==> src/rtl/ram_bus_arbiter.sv <==
// RAM bus arbiter for the stepper-clocked CPU.
// Three requesters share one RAM address/data bus:
//   0 = ROM-to-RAM loader (highest priority, never preempted)
//   1 = CPU control unit
//   2 = debug/monitor port
// Requesters 1 and 2 alternate round-robin when both are waiting. Every change
// of owner passes through one GAP step with no owner, so two drivers never
// overlap on the bus.
//
// Request/grant handshake: a requester raises req[i] and holds it high for the
// whole transaction. The arbiter answers with the registered one-hot gnt[i].
// The grant appears at the earliest one step after req[i] is sampled in IDLE.
// Strobe requests (sa/rd/wr) from a requester reach the RAM only while that
// requester owns gnt. The transaction ends when the owner drops req[i], or
// when the arbiter withdraws gnt (preempt pulse). A preempted requester keeps
// req[i] high and competes again. A requester must not raise sa/rd/wr while
// its req is low. Doing so sets the sticky proto_err flag.
module ram_bus_arbiter #(
    parameter int HOLD_MAX = 8,
    parameter int AW       = 8
) (
    input  logic          step_clk,
    input  logic          reset,
    input  logic          clk_e,
    input  logic          clk_s,
    input  logic [2:0]    req,
    input  logic [AW-1:0] addr0,
    input  logic [AW-1:0] addr1,
    input  logic [AW-1:0] addr2,
    input  logic [2:0]    sa_req,
    input  logic [2:0]    rd_req,
    input  logic [2:0]    wr_req,
    output logic [2:0]    gnt,
    output logic          bus_busy,
    output logic [AW-1:0] ram_address,
    output logic          set_address,
    output logic          enable_ram,
    output logic          set_ram,
    output logic          preempt,
    output logic          proto_err,
    output logic [1:0]    dbg_state,
    output logic [7:0]    dbg_hold_cnt
);

    typedef enum logic [1:0] {
        ST_IDLE  = 2'd0,
        ST_GRANT = 2'd1,
        ST_GAP   = 2'd2
    } state_t;

    // The hold limit is compared as "reached or passed". An owner that has
    // already held the bus past the limit without contention is therefore
    // released as soon as someone else starts waiting.
    localparam bit         PREEMPT_EN = (HOLD_MAX != 0);
    localparam logic [7:0] HOLD_LIM   = (HOLD_MAX == 0) ? 8'd0 : 8'(HOLD_MAX - 1);

    state_t     state;
    logic [7:0] hold_cnt;
    logic [1:0] rr_last;

    logic [2:0] winner;
    logic       owner_req;
    logic       others_waiting;
    logic       preempt_now;
    logic       owner_sa;
    logic       owner_rd;
    logic       owner_wr;
    logic       stray_strobe;
    logic       proto_viol;

    // Pick the next owner: loader first, then round-robin between 1 and 2
    always_comb begin
        winner = 3'b000;
        if (req[0]) begin
            winner = 3'b001;
        end else if (req[1] && req[2]) begin
            winner = (rr_last == 2'd1) ? 3'b100 : 3'b010;
        end else if (req[1]) begin
            winner = 3'b010;
        end else if (req[2]) begin
            winner = 3'b100;
        end
    end

    // Owner status, preemption decision and protocol-violation detection
    always_comb begin
        owner_req      = |(req & gnt);
        others_waiting = |(req & ~gnt);
        preempt_now    = PREEMPT_EN && !gnt[0] && (hold_cnt >= HOLD_LIM) && others_waiting;
        owner_sa       = |(sa_req & gnt);
        owner_rd       = |(rd_req & gnt);
        owner_wr       = |(wr_req & gnt);
        stray_strobe   = |((sa_req | rd_req | wr_req) & ~gnt & ~req);
        proto_viol     = (owner_sa && owner_wr) || stray_strobe;
    end

    // Route the owner's address and phase-gated strobes to the RAM
    always_comb begin
        case (gnt)
            3'b001:  ram_address = addr0;
            3'b010:  ram_address = addr1;
            3'b100:  ram_address = addr2;
            default: ram_address = '0;
        endcase
        set_address = owner_sa && clk_s;
        enable_ram  = owner_rd && clk_e;
        // An address set and a write in the same step conflict. The address set wins.
        set_ram     = owner_wr && clk_s && !owner_sa;
    end

    // Arbiter FSM: grant register, hold counter, round-robin pointer, flags
    always_ff @(posedge step_clk) begin
        if (reset) begin
            state     <= ST_IDLE;
            gnt       <= 3'b000;
            hold_cnt  <= 8'd0;
            rr_last   <= 2'd2;
            preempt   <= 1'b0;
            proto_err <= 1'b0;
        end else begin
            preempt <= 1'b0;
            if (proto_viol) begin
                proto_err <= 1'b1;
            end
            case (state)
                ST_IDLE: begin
                    if (winner != 3'b000) begin
                        gnt      <= winner;
                        hold_cnt <= 8'd0;
                        state    <= ST_GRANT;
                        // Only requesters 1 and 2 take part in the rotation
                        if (winner[1]) begin
                            rr_last <= 2'd1;
                        end else if (winner[2]) begin
                            rr_last <= 2'd2;
                        end
                    end
                end
                ST_GRANT: begin
                    if (!owner_req) begin
                        gnt   <= 3'b000;
                        state <= ST_GAP;
                    end else if (preempt_now) begin
                        gnt     <= 3'b000;
                        state   <= ST_GAP;
                        preempt <= 1'b1;
                    end else if (hold_cnt != 8'hFF) begin
                        hold_cnt <= hold_cnt + 8'd1;
                    end
                end
                ST_GAP: begin
                    state <= ST_IDLE;
                end
                default: begin
                    gnt   <= 3'b000;
                    state <= ST_IDLE;
                end
            endcase
        end
    end

    // Busy covers both the owned steps and the turnaround step
    always_comb begin
        bus_busy     = (state == ST_GRANT) || (state == ST_GAP);
        dbg_state    = state;
        dbg_hold_cnt = hold_cnt;
    end

endmodule
==> config.mk <==
export PLATFORM = sky130hd
export DESIGN_NAME = ram_bus_arbiter
export DESIGN_NICKNAME = d
export VERILOG_FILES = /design/src/rtl/ram_bus_arbiter.sv
export SDC_FILE = /design/constraint.sdc
export NUM_CORES = 1
export LEC_CHECK = 0
export BUFFER_PORTS_ARGS = -buffer_cell sky130_fd_sc_hd__buf_2
export CORE_AREA = 2 2 56 58
export CTS_CLUSTER_SIZE = 16
export DETAILED_ROUTE_END_ITERATION = 16
export DIE_AREA = 0 0 58 60
export PLACE_DENSITY_LB_ADDON = 0.2
export SYNTH_ARGS = -nofsm -noshare
export SYNTH_HDL_FRONTEND = slang
export SYNTH_SLANG_ARGS = --single-unit
==> constraint.sdc <==
create_clock -name step_clk -period 3.08 [get_ports step_clk]
set_clock_uncertainty 0.05 [all_clocks]
set_input_delay 0.616 -clock step_clk [delete_from_list [all_inputs] [get_ports step_clk]]
set_output_delay 0.616 -clock step_clk [all_outputs]
set_load 0.005 [all_outputs]
==> flow_summary_export.csv <==
group,metric,value,unit
floorplanning,core_area,2900,sq um
routing,ant_nets,0,
synthesis,synth_compound_area_frac,0.311,
synthesis,synth_top_family_by_area,"compound AO/OA/AOI/OAI gates",
synthesis,synthXorXnorAreaFrac,0,
timing,max_freq,400,MHz
floorplanning,io_pins,67,
routing,vias_per_cell,5.82,
routing,drt_wl_total,3.52,mm
global_route,grt_usage,0.209,
critical_path,reg2reg_from,"gnt[0]$_SDFFE_PP0P_",
timing,tns,0,ns
routing,wl_per_cell,13.6,microns
power,report.power.total,543,uW
final_layout,syn2layout_area_growth,27.3,%
synthesis,synth_common_cells,"nand2_1, dfxtp_1, a21oi_1",
critical_path,critPathArrivalTime,1.83,ns
hold_path,worstHoldStart,"rr_last[0]$_SDFFE_PP0P_",
power,powerDensity,339,nW/um^2
critical_path,worstPathCellList,"inv_2, nor2_1, a22oi_1, o21ai_0, buf_2",
placement,dpl_worst_slack,0.805,ns
synthesis,synthCells,166,
hold_path,hold-path-endpoint,"rr_last[0]$_SDFFE_PP0P_",
synthesis,synthSimpleGateAreaFrac,0.307,
clocking,path_clk_slew,0.09,ns
clocking,cts_inserted_buffers,3,
synthesis,synth_top_area_cell,"dfxtp_1",
timing,hold_viol,0,
placement,dp_hpwl,2.62,mm
final_layout,drive_gt1_frac,0.326,
synthesis,yosys_warnings,0,
timing,period_share,0.812,
final_layout,instances_no_fill,260,
timing,fin_hold_ws,0.449,ns
synthesis,synth.area.top_cells,"dfxtp_1, a21oi_1, a22oi_1, nand2_1, nor3_1",
critical_path,crit_path_max_fanout,9,
synthesis,synth-seq-cells,17,
placement,dpl.cell_count,256,
synthesis,netlist_area,1260,sq um
global_route,grt_pass1_wl,5.74,mm
clocking,cts_buffer_depth,2,
timing,final-max-slew-violation-count,0,
synthesis,async_flop_share,0,
hold_path,hold_path.class,"reg -> reg",
timing,slew_headroom,0.554,
critical_path,crit_type,"reg -> out",
routing,via_count,1512,
timing,period_needed,2.50,ns
timing,worstMarginPinSlew,0.669,ns
clocking,cts_tree,"done",
global_route,grt_max_degree,18,
global_route,antenna_found_initial,0,
placement,portBuffers,66,
critical_path,setup.worst_path.start_class,"flip-flop",
timing,rsz0062_at_grt,"false",
critical_path,rr_endpoint,"dbg_hold_cnt[4]$_SDFFE_PP0P_",
run_status,status,"finished clean",
floorplanning,start_util,0.434,
synthesis,ys_seq_area_frac,0.270,
critical_path,path_buf_inv,2,
critical_path,cp.required,2.41,ns
clocking,cts_max_level,1,
synthesis,synth_top_area_frac,0.270,
routing,drt_iter0_drc,96,
clocking,cts_setup_buffers,0,
synthesis,yosysMostFrequentCell,"nand2_1",
synthesis,synth_flop_cell,"dfxtp_1",
global_route,grt_pass1_vias,1338,
critical_path,max_stage_delay,0.53,ns
timing,layout_setup_ws,0.579,ns
placement,place_congestion,0.890,
critical_path,cp_slowest_cell,"dfxtp_1",
floorplanning,die_x,58,microns
clocking,cts_root_buf,"clkbuf_4",
clocking,clock_latency,0.29,ns
floorplanning,dieArea,3480,sq um
floorplanning,row_count,20,
routing,drc,0,
final_layout,n_antenna_cell,0,
synthesis,synth.avg_cell_area,7.58,sq um
clocking,cts.repair.resized,0,
global_route,overflow,0,
critical_path,regToRegSetupSlack,0.96,ns
critical_path,crit_family,"flip-flops",
critical_path,rr_worst_depth,5,
synthesis,synth.area.mux_share,0.00795,
synthesis,ys_types,41,
clocking,clkSinkCount,17,
timing,finalSetupViolations,0,
clocking,hold_buffers,0,
power,cellLeakagePower,0.748,nW
synthesis,synth_adder_area_share,0.0398,
floorplanning,die_h,60,microns
flow_run,drv_cap,0,
critical_path,end_kind,"output port",
hold_path,holdPathStages,2,
synthesis,synth_nets,210,
routing,drtPass1Iterations,4,
power,ir_drop,0.235,mV
synthesis,synth-edff-count,0,
final_layout,nets,272,
[how the worst max path moves through the flow]
stage / startpoint / cells past startpoint / to / slack (ns)
2_1_floorplan: req[2] / 5 / dbg_hold_cnt[1]$_SDFFE_PP0P_ / 0.98
3_3_place_gp: req[1] / 5 / dbg_hold_cnt[4]$_SDFFE_PP0P_ / 0.84
3_5_place_dp: req[1] / 5 / dbg_hold_cnt[4]$_SDFFE_PP0P_ / 0.80
4_1_cts: gnt[1]$_SDFFE_PP0P_ / 5 / ram_address[6] / 0.59
5_1_grt: gnt[1]$_SDFFE_PP0P_ / 5 / ram_address[3] / 0.41
6_report: gnt[1]$_SDFFE_PP0P_ / 5 / ram_address[6] / 0.58
[report_power, final]
group / switching, mW / internal [mW]
combinational: 0.0919 / 0.0829
clock: 0.0695 / 0.0504
sequential: 0.0170 / 0.231
[through the flow]
| stage | instance area, sq um | util |
|---|---|---|
| 3_3_place_gp | 1580 | 0.543 |
| 4_1_cts | 1600 | 0.552 |
| 6_report | 1600 | 0.552 |
| 3_5_place_dp | 1580 | 0.543 |
| 2_1_floorplan | 1260 | - |
| 5_1_grt | 1600 | 0.552 |
[cell type report]
class                   count  area [sq um]
fillers                   291          1300
multi-input cells         133           838
flip-flops and latches     17           340
repair buffers             66           330
well taps                  33          41.3
clock buffers               4          26.3
inverters                   7          26.3
[kinds of logic (layout without fill, tap and decap cells)]
logic type / Yosys count / in the layout
flip-flops: 17 / 17
AND/OR/NAND/NOR: 69 / 69
AO/OA/AOI/OAI: 59 / 59
adder cells (fa/ha/maj): 4 / 4
buffers and inverters: 16 / 77
multiplexers: 1 / 1
[worst reg2reg max path, stage by stage (launching register included)]
cell and delay (ns):
dfxtp_1 0.68, a222oi_1 0.12, nand2b_1 0.22, a21o_1 0.33, or4_1 0.53, a21oi_1 0.14
[metal layers]
metal / vias to the layer above / GRT usage / routed length [microns]
met5: - / 0 / 0
met2: 80 / 0.370 / 1650
met3: 5 / 0.0281 / 333
li1: 757 / - / -
met1: 670 / 0.259 / 1490
met4: 0 / 0.0731 / 45
[placed cells by master (no fill, tap or decap), types with 3 or more instances in the layout]
master    instances
buf_2            66
nand2_1          19
dfxtp_1          17
a21oi_1          16
o21ai_0          11
nor3_1           11
a22oi_1          10
nor2_1            6
nand2b_1          6
and3_1            5
inv_1             5
o31ai_1           5
nor2b_1           4
ha_1              4
a222oi_1          3
nor4_1            3
nand4_1           3
nand3_1           3
clkbuf_4          3
[state kept, by name (all words and copies together) (netlist names)]
register	count
dbg_hold_cnt	8
dbg_state	2
gnt	3
preempt	1
proto_err	1
rr_last	2
No activity file was read; power rests on OpenSTA's default activity.
